==> config.mk <==
export PLATFORM = sky130hd
export DESIGN_NAME = uart_rx_edge_sampler
export DESIGN_NICKNAME = d
export VERILOG_FILES = /design/src/rtl/uart_rx_edge_sampler.sv
export SDC_FILE = /design/constraint.sdc
export NUM_CORES = 1
export LEC_CHECK = 0
export BUFFER_PORTS_ARGS = -buffer_cell sky130_fd_sc_hd__buf_2
export CAP_MARGIN = 40
export CORE_ASPECT_RATIO = 1.1
export CORE_MARGIN = 2
export CORE_UTILIZATION = 50
export DETAILED_ROUTE_END_ITERATION = 8
export GPL_ROUTABILITY_DRIVEN = 1
export PLACE_DENSITY_LB_ADDON = 0.15
export SETUP_SLACK_MARGIN = 0.1
export SYNTH_ARGS = -nofsm -noshare
export SYNTH_HDL_FRONTEND = slang
export SYNTH_SLANG_ARGS = --single-unit
==> constraint.sdc <==
create_clock -name clk -period 2 [get_ports clk]
set_input_delay 0.3 -clock clk [delete_from_list [all_inputs] [get_ports clk]]
set_output_delay 0.3 -clock clk [all_outputs]
set_load 0.005 [all_outputs]
==> src/rtl/uart_rx_edge_sampler.sv <==
// rtl/uart_rx_edge_sampler.sv - UART Rx oversampling front end: line synchronizer, edge counter, 3-point majority sampler
module uart_rx_edge_sampler #(
    parameter int SYNC_STAGES      = 2,
    parameter int DEFAULT_PRESCALE = 16
) (
    input  logic       clk,
    input  logic       reset,
    input  logic       enable,
    input  logic [5:0] prescale,
    input  logic       serial_in,
    output logic       serial_sync,
    output logic [4:0] edge_count,
    output logic       edge_count_done,
    output logic       sampled_bit,
    output logic       sample_valid,
    output logic       prescale_error
);

    localparam logic [5:0] DEF_PS = 6'(DEFAULT_PRESCALE);

    logic [SYNC_STAGES-1:0] sync_q;
    logic [5:0]             eff_ps_q, eff_ps_d;
    logic                   err_q, err_d;
    logic [4:0]             ec_q, ec_d;
    logic [1:0]             samp_q, samp_d;
    logic                   sb_q, sb_d;

    logic [5:0] term, half, ec_ext;
    logic       ps_legal, at_term, at_s0, at_s1, at_vote, at_valid;

    // Idle line is high, so the synchronizer resets to ones.
    always_ff @(posedge clk or negedge reset) begin
        if (!reset) begin
            sync_q <= '1;
        end else begin
            sync_q <= {sync_q[SYNC_STAGES-2:0], serial_in};
        end
    end

    assign serial_sync = sync_q[SYNC_STAGES-1];

    assign ps_legal = !prescale[0] && (prescale >= 6'd6) && (prescale <= 6'd32);
    assign term     = eff_ps_q - 6'd1;
    assign half     = {1'b0, eff_ps_q[5:1]};
    assign ec_ext   = {1'b0, ec_q};
    assign at_term  = (ec_ext == term);
    assign at_s0    = (ec_ext == half - 6'd1);
    assign at_s1    = (ec_ext == half);
    assign at_vote  = (ec_ext == half + 6'd1);
    assign at_valid = (ec_ext == half + 6'd2);

    always_comb begin
        eff_ps_d = eff_ps_q;
        err_d    = err_q;
        ec_d     = ec_q + 5'd1;
        samp_d   = samp_q;
        sb_d     = sb_q;
        if (!enable) begin
            // Prescale tracks the input only between frames.
            eff_ps_d = ps_legal ? prescale : DEF_PS;
            err_d    = !ps_legal;
            ec_d     = 5'd0;
            samp_d   = 2'b11;
        end else begin
            if (at_term) begin
                ec_d = 5'd0;
            end
            if (at_s0 || at_s1) begin
                samp_d = {samp_q[0], serial_sync};
            end
            if (at_vote) begin
                sb_d = (samp_q[1] & samp_q[0]) | (samp_q[1] & serial_sync) |
                       (samp_q[0] & serial_sync);
            end
        end
    end

    always_ff @(posedge clk or negedge reset) begin
        if (!reset) begin
            eff_ps_q <= DEF_PS;
            err_q    <= 1'b0;
            ec_q     <= 5'd0;
            samp_q   <= 2'b11;
            sb_q     <= 1'b1;
        end else begin
            eff_ps_q <= eff_ps_d;
            err_q    <= err_d;
            ec_q     <= ec_d;
            samp_q   <= samp_d;
            sb_q     <= sb_d;
        end
    end

    assign edge_count      = ec_q;
    assign edge_count_done = enable & at_term;
    assign sample_valid    = enable & at_valid;
    assign sampled_bit     = sb_q;
    assign prescale_error  = err_q;

endmodule

==> results of run 1 <==
## power groups by stage
| stage | logic [µW] | registers [µW] | clock network [µW] |
|---|---|---|---|
| 2_1_floorplan | 152 | 409 | 0 |
| 3_3_place_gp | 219 | 419 | 0 |
| 3_5_place_dp | 224 | 421 | 0 |
| 4_1_cts | 261 | 413 | 189 |
| 5_1_grt | 310 | 423 | 205 |
| 6_report | 285 | 417 | 187 |
## worst paths after layout
check / from / end / slack, ns / depth (start not counted)
worst max-delay path: eff_ps_q[2] / edge_count_done / -0.14 / 7
worst min-delay path: serial_in / sync_q[0] / 0.09 / 1
worst max register to register: eff_ps_q[2] / sampled_bit / 0.07 / 8
worst min register to register: sync_q[0] / sync_q[1] / 0.37 / 0
max in group asynchronous: reset / samp_q[1] / 1.23 / 2
min in group asynchronous: reset / eff_ps_q[1] / 0.44 / 2
## registers in the layout, indices dropped and copies added (netlist names)
name            flops
samp_q              2
sync_q              2
sampled_bit         1
prescale_error      1
edge_count          5
eff_ps_q            6
## synth_stat cells (all sizes together) (2+ instances only)
| library cell | n |
|---|---|
| nor2 | 16 |
| xnor2 | 13 |
| dfrtp | 11 |
| ha | 8 |
| inv | 8 |
| xor2 | 8 |
| dfstp | 6 |
| nand3 | 6 |
| a21oi | 5 |
| nor3 | 5 |
| o21ai | 5 |
| a22o | 4 |
| buf | 4 |
| clkbuf | 4 |
| nand4 | 4 |
| nand2 | 3 |
| a21boi | 2 |
| and3 | 2 |
| mux2i | 2 |
| nand3b | 2 |
| nor2b | 2 |
| nor4 | 2 |
## through the flow
step | area [µm²] | hold slack [ns] | util, % | total power, µW | setup WS (ns)
CTS | 1580 | 0.0946 | 64.6 | 862 | -0.0670
finish | 1660 | 0.0946 | 67.8 | 889 | -0.136
floorplan | 1280 | 0.00441 | - | 561 | 0.135
global placement | 1440 | 0.232 | 58.9 | 638 | 0.0750
detailed placement | 1440 | 0.238 | 58.9 | 645 | 0.0102
global route | 1660 | 0.0803 | 67.8 | 939 | -0.255
## layout make-up
class | instances | area, µm² | area share [%]
Clock buffer | 3 | 22.5 | 1.36
Inverter | 8 | 32.5 | 1.96
Clock inverter | 1 | 5.00 | 0.301
Multi-Input combinational cell | 105 | 881 | 53.1
Tap cell | 31 | 38.8 | 2.34
Timing Repair Buffer | 37 | 240 | 14.5
Sequential cell | 17 | 440 | 26.5
## repair_timing
action / CTS / global route
endpoints found under the hold margin: 11 / 0
pin swaps: 5 / 6
setup endpoints to repair: 5 / 9
hold buffers: 1 / 0
buffers inserted: 7 / 1
resized for setup: 14 / 14
## cells in the final DEF (no fill, tap or decap), types with 2 or more instances in the layout
cell	count
nor4_1	2
xor2_2	2
buf_2	19
dfstp_2	5
nor2_1	16
nor3_2	2
xor2_1	5
xnor2_1	12
buf_6	2
nand3b_1	2
nand2_1	2
inv_1	5
clkbuf_4	3
buf_4	15
nand4_1	4
ha_1	4
nor2b_1	2
nor3_1	3
a22o_1	3
a21oi_1	5
mux2i_1	2
dfrtp_2	3
nand3_1	6
o21ai_0	4
inv_2	2
dfrtp_1	8
ha_4	3
## metal layers
metal | routed length [µm] | vias to the layer above | global-route usage [%] | share of wire [%]
li1 | - | 549 | - | -
met1 | 1390 | 569 | 29.5 | 40
met2 | 1870 | 37 | 44.7 | 54
met3 | 153 | 4 | 3.19 | 4.4
met4 | 44 | 0 | 5.26 | 1.3
met5 | 0 | - | 0 | 0
## worst max-delay path, delay by kind of cell, from the launching register on
family,cells,cell delay (ns)
buf+inv,3,0.41
xor+xnor,2,0.42
simple gates,2,0.27
flops,1,0.45
## cells by family (layout without fill, tap and decap cells)
logic type | Yosys count | after routing | synth area share, %
AND/OR/NAND/NOR | 44 | 44 | 17.5
flip-flops | 17 | 17 | 34.4
AO/OA/AOI/OAI | 28 | 28 | 16.4
XOR/XNOR | 21 | 21 | 15.2
multiplexers | 3 | 3 | 2.49
buffers and inverters | 16 | 49 | 5.17
adder cells (fa/ha/maj) | 9 | 9 | 8.76
==> results_dict.tcl, run 1 <==
set metrics [dict create \
    clk_latency_ns 0.29 \
    drive_above_1_share_pct 40.9 \
    drc 0 \
    arrival_ns 1.84 \
    ys_seq_area_share_pct 34.4 \
    slew_viol_final 0 \
    synth_area_leader_cell "dfrtp_1" \
    cts_tree "done" \
    grt_max_degree 18 \
    p_sw_share_pct 32.5 \
    dpl.hpwl_um 2210 \
    start_util_pct 51.4 \
    cts_root_buf "clkbuf_4" \
    nFillCells 203 \
    netlist.area_leader.share_pct 21.9 \
    gp_congestion 0.910 \
    synth-edff-count 0 \
    powerDensity_nw_per_um2 535 \
    synth_cells 138 \
    max_stage_delay_ns 0.45 \
    totalWireLength_um 3460 \
    die_y_um 56.6 \
    switching_power_uw 289 \
    numPortBuffers 19 \
    hp-class "input port to register" \
    dieWidth_um 51.8 \
    startpoint_type "register" \
    path_cells "buf_6 > buf_4 > xor2_1 > xnor2_1 > nand4_1 > nor2_1 > buf_2" \
    p_clk_share_pct 21.0 \
    drt_pass1_iterations 4 \
    synthFlopType "dfrtp_1" \
    grtUsageTotal_pct 24.3 \
    placed_cells 189 \
    netlist_top_cells_area "dfrtp_1, dfstp_2, xnor2_1, ha_1, xor2_1" \
    clk_pin_slew_ns 0.11 \
    setup_violations 2 \
    ys_ff_latch 17 \
    p_leak_uw 0.000770 \
    final-hold-violation-count 0 \
    ios 20 \
    critPathCaptureType "output port" \
    fin_cells 202 \
    slew_headroom_pct 73.2 \
    worstPathRequired_ns 1.70 \
    cp_slowest_cell "dfrtp_2" \
    crit_fanout 4 \
    comb_power_share_pct 32.1 \
    synthArstFlopShare_pct 100 \
    num_antenna_cells 0 \
    setup_slack_ns -0.136 \
    grt_pass1_vias 1194 \
    seq_power_share_pct 46.9 \
    finalSetupTns_ns -0.243 \
    post-route-period-util_pct 107 \
    p_int_uw 600 \
    synth.distinct_cells 41 \
    htreeDepth 1 \
    mappedNetlistNets 156 \
    synth_warnings 0 \
    syn_to_final_growth_pct 32.0 \
    violations "negative setup slack" \
    irDropWorstVdd_v 0.000506 \
    cts_buffers 3 \
    tightest_slew_ns 0.402 \
    num_rows 19 \
    cts.sinks 17 \
    nNetsFinal 190 \
    drt_iter0_drc 28 \
    clockBufferDepth 2 \
    rsz0062_at_grt "true" \
    max_freq_mhz 468 \
    fin_crit_ns 2.14 \
    postRouteAntennaNets 0 \
    dieArea_um2 2930 \
    syn_area_per_cell_um2 9.11 \
    synth_area_um2 1260 \
    overflow 0 \
    cap_violations 0 \
    skew_ns 0.00965 \
    vias_per_cell 5.74 \
    vias 1159 \
    crit_type "register to output port" \
    drt-wirelength-per-cell_um 17.1 \
    grt_pass1_wl_um 5400 \
    coreArea_um2 2450 \
    outcome "finished, violations left" \
    antenna_found_initial 0 \
]
No activity file was read; power rests on OpenSTA's default activity.
==> inputs of run 2 (changes only) <==
- ABC_AREA: not set -> 1
- CORE_UTILIZATION: 50 -> 51
- PLACE_DENSITY: not set -> 0.73
- PLACE_DENSITY_LB_ADDON: 0.15 -> not set
==> run 2 against run 1 <==
  * The flow still finishes with violations (negative setup slack)
  * First-iteration DRC count rose by 68%
  * Final area rose by 9.1%
  * Worst setup slack improved by 0.10 ns
  * Core utilization fell by 1.4 points
  * Critical path type unchanged
  * Critical endpoint unchanged
  * Largest cell class unchanged
==> results_dict.tcl, run 2 <==
set metrics [dict create \
    outcome "finished, violations left" \
    violations "negative setup slack" \
    syn_area_per_cell_um2 6.79 \
    grt_max_degree 18 \
    final_cell_mix "nand2_1, buf_2, inv_1" \
    cp.depth 9 \
    r2r_setup_slack_ns 0.33 \
    path_delay_family "flip-flops" \
    synth.distinct_cells 31 \
    synth-edff-count 0 \
    dpl.hpwl_um 2510 \
    drt_iter0_drc 47 \
    critPathCaptureType "output port" \
    synth_area_um2 1440 \
    start_util_pct 52.8 \
    drc 0 \
    cts_buffers 3 \
    die_y_um 59.7 \
    vias 1446 \
    cp-startpoint "eff_ps_q[1]" \
    yosysMostFrequentCell "nand2_1" \
    final_area_um2 1810 \
    ys_seq_area_share_pct 30.1 \
    cts.sinks 17 \
    crit_type "register to output port" \
    htreeDepth 1 \
    syn_to_final_growth_pct 25.8 \
    startpoint_type "register" \
    fin_cells 281 \
    arrival_ns 1.73 \
    setup_violations 1 \
    tightest_slew_ns 0.411 \
    r2r_cells 10 \
    hold_start "serial_in" \
    clk_latency_ns 0.30 \
    rsz0062_at_grt "true" \
    worstPathRequired_ns 1.70 \
    skew_ns 0.00168 \
    final-hold-violation-count 0 \
    largest_register_ffs 6 \
    setup_slack_ns -0.0330 \
    dieWidth_um 54.7 \
    drt-wirelength-per-cell_um 12.6 \
    layout_commonest_cell "nand2_1" \
    cp_slowest_cell "dfrtp_1" \
    max_stage_delay_ns 0.42 \
    fin_crit_ns 2.03 \
    synth_warnings 0 \
    cts_tree "done" \
    hp-class "input port to register" \
    cap_violations 0 \
    irDropWorstVdd_v 0.000496 \
    ys_ff_latch 17 \
    synth_cells 212 \
    drt_pass1_iterations 5 \
    nNetsFinal 267 \
    grt_pass1_vias 1287 \
    antenna_found_initial 0 \
    dieArea_um2 3270 \
    netlist.area_leader.share_pct 20.1 \
    vias_per_cell 5.15 \
    max_freq_mhz 492 \
    numPortBuffers 19 \
    cts_root_buf "clkbuf_4" \
    drive_above_1_share_pct 35.1 \
    slew_headroom_pct 72.6 \
    slew_viol_final 0 \
    path_cells "inv_4 > ha_4 > xnor2_1 > a21oi_2 > nand2_2 > nor2_4 > nand2_2 > nor2_2 > buf_2" \
    timing.rr.end "edge_count[2]" \
    overflow 0 \
    totalWireLength_um 3550 \
    grt_pass1_wl_um 5940 \
    netlist_top_cells_count "nand2_1, inv_1, nand3_1" \
    whs_ns 0.0801 \
    mappedNetlistNets 230 \
    ios 20 \
    finalSetupTns_ns -0.0330 \
    grtUsageTotal_pct 25.5 \
    synthArstFlopShare_pct 100 \
    crit_fanout 5 \
    r2r-start "eff_ps_q[2]" \
    p_leak_uw 0.000924 \
    regMostFlops "eff_ps_q" \
    clk_pin_slew_ns 0.10 \
    num_antenna_cells 0 \
    coreArea_um2 2730 \
    worst-path-buf-inv 2 \
    synth_area_leader_cell "nand2_1" \
    cpMostUsedCell "nand2_2" \
    placed_area_um2 1580 \
    netlist_top_cells_area "nand2_1, dfrtp_1, dfstp_2, ha_1, nand3_1" \
    num_rows 20 \
    gp_congestion 1.01 \
    placed_cells 264 \
    clockBufferDepth 2 \
    crit_path_end "edge_count_done" \
    powerDensity_nw_per_um2 520 \
    synthFlopType "dfrtp_1" \
    post-route-period-util_pct 102 \
    postRouteAntennaNets 0 \
]
[run 2: changes by cell type after synthesis, sizes merged, moves of 3 or more]
cell	previous run	this run
a21oi	5	9
a22o	4	0
clkbuf	4	0
inv	8	25
nand2	3	88
nand3	6	16
nor2	16	19
nor3	5	1
o22ai	0	4
xnor2	13	4
xor2	8	3
[run 2: area by class of cell]
cell class / instances / area [µm²]
tap: 33 / 41.3
multi-input combinational: 166 / 971
clock buffer: 3 / 22.5
clock inverter: 1 / 5.00
fill: 238 / 916
sequential: 17 / 434
timing repair buffer: 36 / 229
inverter: 25 / 109
[run 2: metrics by stage]
step	total power, µW	worst slack (ns)	utilization [%]
detailed placement	692	0.155	57.8
finish	942	-0.0330	66.4
global route	1010	-0.152	66.4
CTS	926	-0.0292	64.8
global placement	689	0.225	57.8
floorplan	613	0.272	-
[run 2: routing by layer]
layer | vias up | wire, µm | track usage [%] | part of all wire, %
met5 | - | 0 | 0 | 0
met1 | 649 | 1580 | 35.9 | 44
li1 | 742 | - | - | -
met4 | 0 | 89 | 12.1 | 2.5
met2 | 47 | 1710 | 39.1 | 48
met3 | 8 | 167 | 1.75 | 4.7
[run 2: repair_timing]
item                       CTS  global route
hold endpoints to repair    11             0
hold buffers                 1             0
setup endpoints to repair    2             2
setup buffers                9             3
gates resized for setup     18             6
pin swaps                    6             8
[run 2: cell families after synthesis]
family,share of synthesized area [%]
AOI/OAI and AO/OA,8.43
xor gates and xnor gates,5.56
adders and majority gates,7.65
buffers and inverters,8.86
DFF,30.1
and+or+nand+nor,39.4
[run 2: report_power, final]
part           leakage, µW  switching [µW]  internal [µW]  total, µW
registers         0.000207            30.4            382        413
logic             0.000700             189            148        337
clock network    0.0000177             117           74.8        192
[run 2: how the worst min path moves through the flow]
stage                    end  cells after the start
6_report           sync_q[0]                      1
5_1_grt            sync_q[0]                      1
4_1_cts            sync_q[0]                      1
3_5_place_dp   edge_count[0]                      1
3_3_place_gp   edge_count[1]                      1
2_1_floorplan  edge_count[0]                      0
